`config.mk`:
```
export PLATFORM = sky130hd
export DESIGN_NAME = btn_debounce_selector_flat
export DESIGN_NICKNAME = d
export VERILOG_FILES = /design/src/rtl/btn_debounce_selector_if.sv /design/src/rtl/btn_debounce_selector.sv /design/src/flat_wrapper.sv
export SDC_FILE = /design/constraint.sdc
export NUM_CORES = 1
export LEC_CHECK = 0
export ABC_AREA = 1
export BUFFER_PORTS_ARGS = -buffer_cell sky130_fd_sc_hd__buf_2
export CAP_MARGIN = 15
export CORE_MARGIN = 1
export CORE_UTILIZATION = 30
export DETAILED_ROUTE_END_ITERATION = 7
export PLACE_DENSITY = 0.48
export SETUP_SLACK_MARGIN = 0.05
export SLEW_MARGIN = 20
export SYNTH_ARGS = -nofsm -noshare
export SYNTH_HDL_FRONTEND = slang
export SYNTH_SLANG_ARGS = --single-unit
export TNS_END_PERCENT = 50
```
`constraint.sdc`:
```
create_clock -name CLK100MHZ -period 1.52 [get_ports CLK100MHZ]
set_input_delay 0.304 -clock CLK100MHZ [delete_from_list [all_inputs] [get_ports CLK100MHZ]]
set_output_delay 0.304 -clock CLK100MHZ [all_outputs]
set_load 0.01 [all_outputs]
```
`src/rtl/btn_debounce_selector_if.sv`:
```
// Operation-mode type shared by the selector front end and its consumers,
// plus the button/selection bundle connecting the raw buttons to the selector.

package types_pkg;
  typedef enum logic [2:0] {
    RESET        = 3'd0,
    ADD          = 3'd1,
    SUB          = 3'd2,
    MUL          = 3'd3,
    LEADING_ONES = 3'd4,
    COUNT_ONES   = 3'd5
  } opr_mode_t;
endpackage

interface btn_debounce_selector_if;
  import types_pkg::*;

  // Raw push-buttons, asynchronous to the system clock
  logic      BTNC;
  logic      BTNU;
  logic      BTND;
  logic      BTNL;
  logic      BTNR;
  // Sticky selection and its load pulse, debounced button levels {C,U,D,L,R}
  opr_mode_t SELECTOR;
  logic      SEL_STROBE;
  logic [4:0] BTN_DB;

  // Button side: drives the buttons and observes the selection
  modport master (
    output BTNC, BTNU, BTND, BTNL, BTNR,
    input  SELECTOR, SEL_STROBE, BTN_DB
  );

  // Selector side: consumes the buttons and produces the selection
  modport slave (
    input  BTNC, BTNU, BTND, BTNL, BTNR,
    output SELECTOR, SEL_STROBE, BTN_DB
  );
endinterface

```
`src/rtl/btn_debounce_selector.sv`:
```
// Button front end for the operation selector: per-button 2-FF synchroniser
// and counter debounce, press-edge detection, and a sticky priority-encoded
// operation-mode register with a one-cycle load strobe.

module btn_debounce_selector
  import types_pkg::*;
#(
  parameter int DB_CYCLES = 1_000_000
) (
  input  logic                    CLK100MHZ,
  input  logic                    CPU_RESETN,
  btn_debounce_selector_if.slave  bus
);

  // A one-bit counter is the floor so DB_CYCLES = 2 still gets a real counter
  localparam int CW = (DB_CYCLES > 2) ? $clog2(DB_CYCLES) : 1;
  localparam logic [CW-1:0] CNT_LAST = CW'(DB_CYCLES - 1);

  // Bit 4 is BTNC, bit 0 is BTNR; bit order doubles as press priority
  logic [4:0] raw;
  logic [4:0] db;
  logic [4:0] db_q;
  logic [4:0] press;

  assign raw = {bus.BTNC, bus.BTNU, bus.BTND, bus.BTNL, bus.BTNR};

  genvar gi;
  generate
    for (gi = 0; gi < 5; gi++) begin : g_btn
      logic          sync1;
      logic          sync2;
      logic          level;
      logic [CW-1:0] cnt;

      // Two-stage synchroniser for the asynchronous button input
      always_ff @(posedge CLK100MHZ or negedge CPU_RESETN) begin
        if (!CPU_RESETN) begin
          sync1 <= 1'b0;
          sync2 <= 1'b0;
        end else begin
          sync1 <= raw[gi];
          sync2 <= sync1;
        end
      end

      // Accept a new level only after it has been stable for the full window;
      // any return to the current level restarts the window
      always_ff @(posedge CLK100MHZ or negedge CPU_RESETN) begin
        if (!CPU_RESETN) begin
          level <= 1'b0;
          cnt   <= '0;
        end else if (sync2 == level) begin
          cnt <= '0;
        end else if (cnt == CNT_LAST) begin
          level <= sync2;
          cnt   <= '0;
        end else begin
          cnt <= cnt + 1'b1;
        end
      end

      assign db[gi] = level;
    end
  endgenerate

  // One-cycle-delayed debounced levels for rising-edge (press) detection
  always_ff @(posedge CLK100MHZ or negedge CPU_RESETN) begin
    if (!CPU_RESETN) begin
      db_q <= '0;
    end else begin
      db_q <= db;
    end
  end

  // Releases are deliberately ignored; only a press changes the selection
  assign press = db & ~db_q;

  // Load the highest-priority pressed mode and pulse the strobe; otherwise hold
  always_ff @(posedge CLK100MHZ or negedge CPU_RESETN) begin
    if (!CPU_RESETN) begin
      bus.SELECTOR   <= RESET;
      bus.SEL_STROBE <= 1'b0;
    end else begin
      bus.SEL_STROBE <= |press;
      if (press[4]) begin
        bus.SELECTOR <= MUL;
      end else if (press[3]) begin
        bus.SELECTOR <= LEADING_ONES;
      end else if (press[2]) begin
        bus.SELECTOR <= COUNT_ONES;
      end else if (press[1]) begin
        bus.SELECTOR <= ADD;
      end else if (press[0]) begin
        bus.SELECTOR <= SUB;
      end
    end
  end

  assign bus.BTN_DB = db;

endmodule

```
`src/flat_wrapper.sv`:
```
// flat-port wrapper written by rule: the top's interface ports become plain ports
module btn_debounce_selector_flat import types_pkg::*;
#(
  parameter int DB_CYCLES = 1_000_000
)
  (CLK100MHZ, CPU_RESETN, bus_BTNC, bus_BTNU, bus_BTND, bus_BTNL, bus_BTNR, bus_SELECTOR, bus_SEL_STROBE, bus_BTN_DB);
  btn_debounce_selector_if bus_i ();
  input  logic CLK100MHZ;
  input  logic CPU_RESETN;
  input wire logic [$bits(bus_i.BTNC)-1:0] bus_BTNC;
  input wire logic [$bits(bus_i.BTNU)-1:0] bus_BTNU;
  input wire logic [$bits(bus_i.BTND)-1:0] bus_BTND;
  input wire logic [$bits(bus_i.BTNL)-1:0] bus_BTNL;
  input wire logic [$bits(bus_i.BTNR)-1:0] bus_BTNR;
  output wire logic [$bits(bus_i.SELECTOR)-1:0] bus_SELECTOR;
  output wire logic [$bits(bus_i.SEL_STROBE)-1:0] bus_SEL_STROBE;
  output wire logic [$bits(bus_i.BTN_DB)-1:0] bus_BTN_DB;
  assign bus_i.BTNC = bus_BTNC;
  assign bus_i.BTNU = bus_BTNU;
  assign bus_i.BTND = bus_BTND;
  assign bus_i.BTNL = bus_BTNL;
  assign bus_i.BTNR = bus_BTNR;
  assign bus_SELECTOR = bus_i.SELECTOR;
  assign bus_SEL_STROBE = bus_i.SEL_STROBE;
  assign bus_BTN_DB = bus_i.BTN_DB;
  btn_debounce_selector #(.DB_CYCLES(DB_CYCLES)) u_core (.CLK100MHZ(CLK100MHZ), .CPU_RESETN(CPU_RESETN), .bus(bus_i));
endmodule
```
==> results.yml <==
status:
  status: "finished, final reports clean"
flow_run:
  drv_cap: 0
yosys:
  syn_avg_cell_area_um2: 7.99
  yosysTopAreaCell: "dfrtp_1"
  yosysMostFrequentCell: "nor2_1"
  post_synth_num_cell_types: 34
  synthArstFlopShare_pct: 100
  synthFlopType: "dfrtp_1"
  synth_seq_cells: 124
  seq_area_frac_synth_pct: 47.2
  synth_area_um2: 6570
  synth_top_area_share_pct: 47.2
  netlist_instances: 823
  synthTopCellsByArea: "dfrtp_1 47%, nor2_1 11%, nand2_1 8.7%, nand3_1 4.9%, xor2_1 4.1%"
  synth_fp_nets: 835
  yosysWarnings: 0
  synth-edff-count: 0
  synth_commonest_cells: "201 x nor2_1, 152 x nand2_1, 124 x dfrtp_1"
critical_path:
  path_max_fanout: 4
  startpoint_type: "flip-flop"
  worstSetupEndpointType: "flip-flop"
  critPathRequiredTime_ns: 1.82
  worst-setup-path-type: "flip-flop to flip-flop"
  reg2reg_depth: 9
  arrival_ns: 1.71
die:
  rows: 53
  chipHeight_um: 150
  initial_core_util_pct: 31.0
  dieWidth_um: 150
  core_area_um2: 21200
  dieArea_um2: 22500
  io_pins: 16
place:
  gp_congestion: 0.857
  post_dp_cell_area_um2: 7070
  io_buffers: 15
  place_ws_ns: 0.0326
  dpl.hpwl_um: 10400
pwr:
  powerDensity_nw_per_um2: 984
  peakVddDrop_v: 0.000547
  leakagePower_nw: 3.36
  swShare_pct: 20.6
  power_frac_clock_pct: 52.9
  pwr-share-comb_pct: 3.6
  switchingPower_w: 0.00160
  pwr-share-seq_pct: 43.5
  p_int_w: 0.00619
global_routing:
  antenna_found_initial: 0
  grt_pass1_wl_um: 24600
  grt_pass1_vias: 5026
  grt_overflow: 0
  grt_max_degree: 40
  grtUsageTotal_pct: 13.9
sta:
  rsz0062_at_grt: "yes"
  setup_violations: 0
  fin_crit_ns: 1.40
  finalWorstSetupSlack_ns: 0.115
  skew_ns: 0.00805
  worst_pin_slew_ns: 0.402
  hold_violations: 0
  period_share_pct: 92.4
  fmax_mhz: 712
  finalSetupTns_ns: 0
  whs_ns: 0.347
  drv_slew: 0
  relSlewSlack_pct: 73.2
cells_and_area:
  fin_area_um2: 7920
  area_growth_pct: 20.5
  fin_nets: 885
  diodes: 0
  drive_gt1_share_pct: 17.0
route:
  first_iter_violations: 238
  wl_per_cell_um: 12.3
  vias: 5142
  dr.pass1.iters: 4
  drc: 0
  routed_wl_um: 14200
  antenna_left: 0
  vias_per_cell: 4.44
clock_tree:
  root_buffer: "clkbuf_16"
  h-tree-depth: 4
  clock_latency_ns: 0.41
  clkSlewWorstSetupHoldPaths_ns: 0.05
  clockBufferDepth: 2
  cts_sinks: 124
  cts_tree: "yes"
  numCtsBuffers: 17
hold_path:
  hold_path_class: "primary input to async pin"
## worst max-delay path: stages (launching register included)
cell and delay [ns]:
dfrtp_1 0.41, ha_4 0.17, nand2_4 0.06, nor2_8 0.16, nand2_4 0.07, nor2_4 0.11
a21oi_4 0.09, buf_4 0.15, nand2_2 0.05, nor2_2 0.03
## final timing paths
check                                       start                      end  slack (ns)
max in group asynchronous              CPU_RESETN   u_core.g_btn[4].cnt[3]        0.65
setup / recovery           u_core.g_btn[1].cnt[0]  u_core.g_btn[1].cnt[19]        0.12
min in group CLK100MHZ      u_core.g_btn[2].sync1    u_core.g_btn[2].sync2        0.35
hold reg to reg             u_core.g_btn[2].sync1    u_core.g_btn[2].sync2        0.35
hold / removal                         CPU_RESETN  u_core.g_btn[1].cnt[15]        0.35
setup reg to reg           u_core.g_btn[1].cnt[0]  u_core.g_btn[1].cnt[19]        0.12
## registers in the layout, indices dropped and copies added (netlist names)
name	flops
u_core.bus.SELECTOR	3
u_core.bus.SEL_STROBE	1
u_core.db_q	5
u_core.g_btn.cnt	100
u_core.g_btn.level	5
u_core.g_btn.sync1	5
u_core.g_btn.sync2	5
## area by class of cell
cell class	count	area [um^2]
inverters	81	309
multi-input cells	610	3240
repair buffers	39	318
well taps	275	344
clock inverters	6	110
fillers	2206	13300
flip-flops and latches	124	3110
clock buffers	24	492
## logic make-up (layout without fill, tap and decap cells)
kind of cell,after synthesis,in the layout,synth area share [%]
adder cells (fa/ha/maj),5,5,0.952
buffers and inverters,89,150,5.46
AND/OR/NAND/NOR,510,510,35.6
flip-flops,124,124,47.2
AO/OA/AOI/OAI,46,46,3.79
XOR/XNOR,49,49,6.99
## layer usage
metal  routed length [um]  part of all wire (%)  global-route usage (%)  up-vias
met3                  380                   2.7                    3.38       13
met2                 6490                    46                    21.6       52
li1                     -                     -                       -     2705
met5                    0                     0                       0        -
met1                 7220                    51                    19.1     2372
met4                  121                  0.85                    4.09        0
## power groups by stage
stage | Combinational [W] | Sequential [W] | Clock (W)
2_1_floorplan | 0.000113 | 0.00343 | 0
3_3_place_gp | 0.000253 | 0.00344 | 0
3_5_place_dp | 0.000250 | 0.00344 | 0
4_1_cts | 0.000265 | 0.00338 | 0.00423
5_1_grt | 0.000323 | 0.00339 | 0.00438
6_report | 0.000279 | 0.00339 | 0.00412
## layout by cell type (no fill, tap or decap), types with 4 or more instances in the layout
| cell type | count |
|---|---|
| o21ai_1 | 12 |
| buf_2 | 14 |
| nand4_1 | 20 |
| inv_2 | 12 |
| nand2_1 | 147 |
| inv_1 | 67 |
| nand3_1 | 62 |
| dlygate4sd3_1 | 6 |
| a21oi_1 | 17 |
| nand2_2 | 12 |
| nor2_1 | 196 |
| clkbuf_16 | 17 |
| nand2_4 | 6 |
| nand3b_1 | 4 |
| clkbuf_8 | 4 |
| xnor2_1 | 14 |
| nand3_2 | 8 |
| nor3_1 | 9 |
| buf_4 | 14 |
| dfrtp_1 | 122 |
| o21ai_0 | 13 |
| nor2_4 | 13 |
| nor2_2 | 19 |
| xor2_1 | 31 |
## timing repair
action                                 CTS  global route
pin swaps                                0             9
endpoints found under the hold margin   30             0
setup endpoints to repair               15            54
resized for setup                        3            32
hold buffers                             6             0
setup buffers                            0             7
## stage by stage
| step | power, W | util [%] | cells |
|---|---|---|---|
| detailed placement | 0.00369 | 33.3 | 1116 |
| floorplan | 0.00355 | - | 823 |
| global route | 0.00810 | 37.3 | 1159 |
| global placement | 0.00369 | 33.3 | 1116 |
| finish | 0.00779 | 37.3 | 1159 |
| CTS | 0.00788 | 36.5 | 1152 |
(Power assumes the default switching activity.)
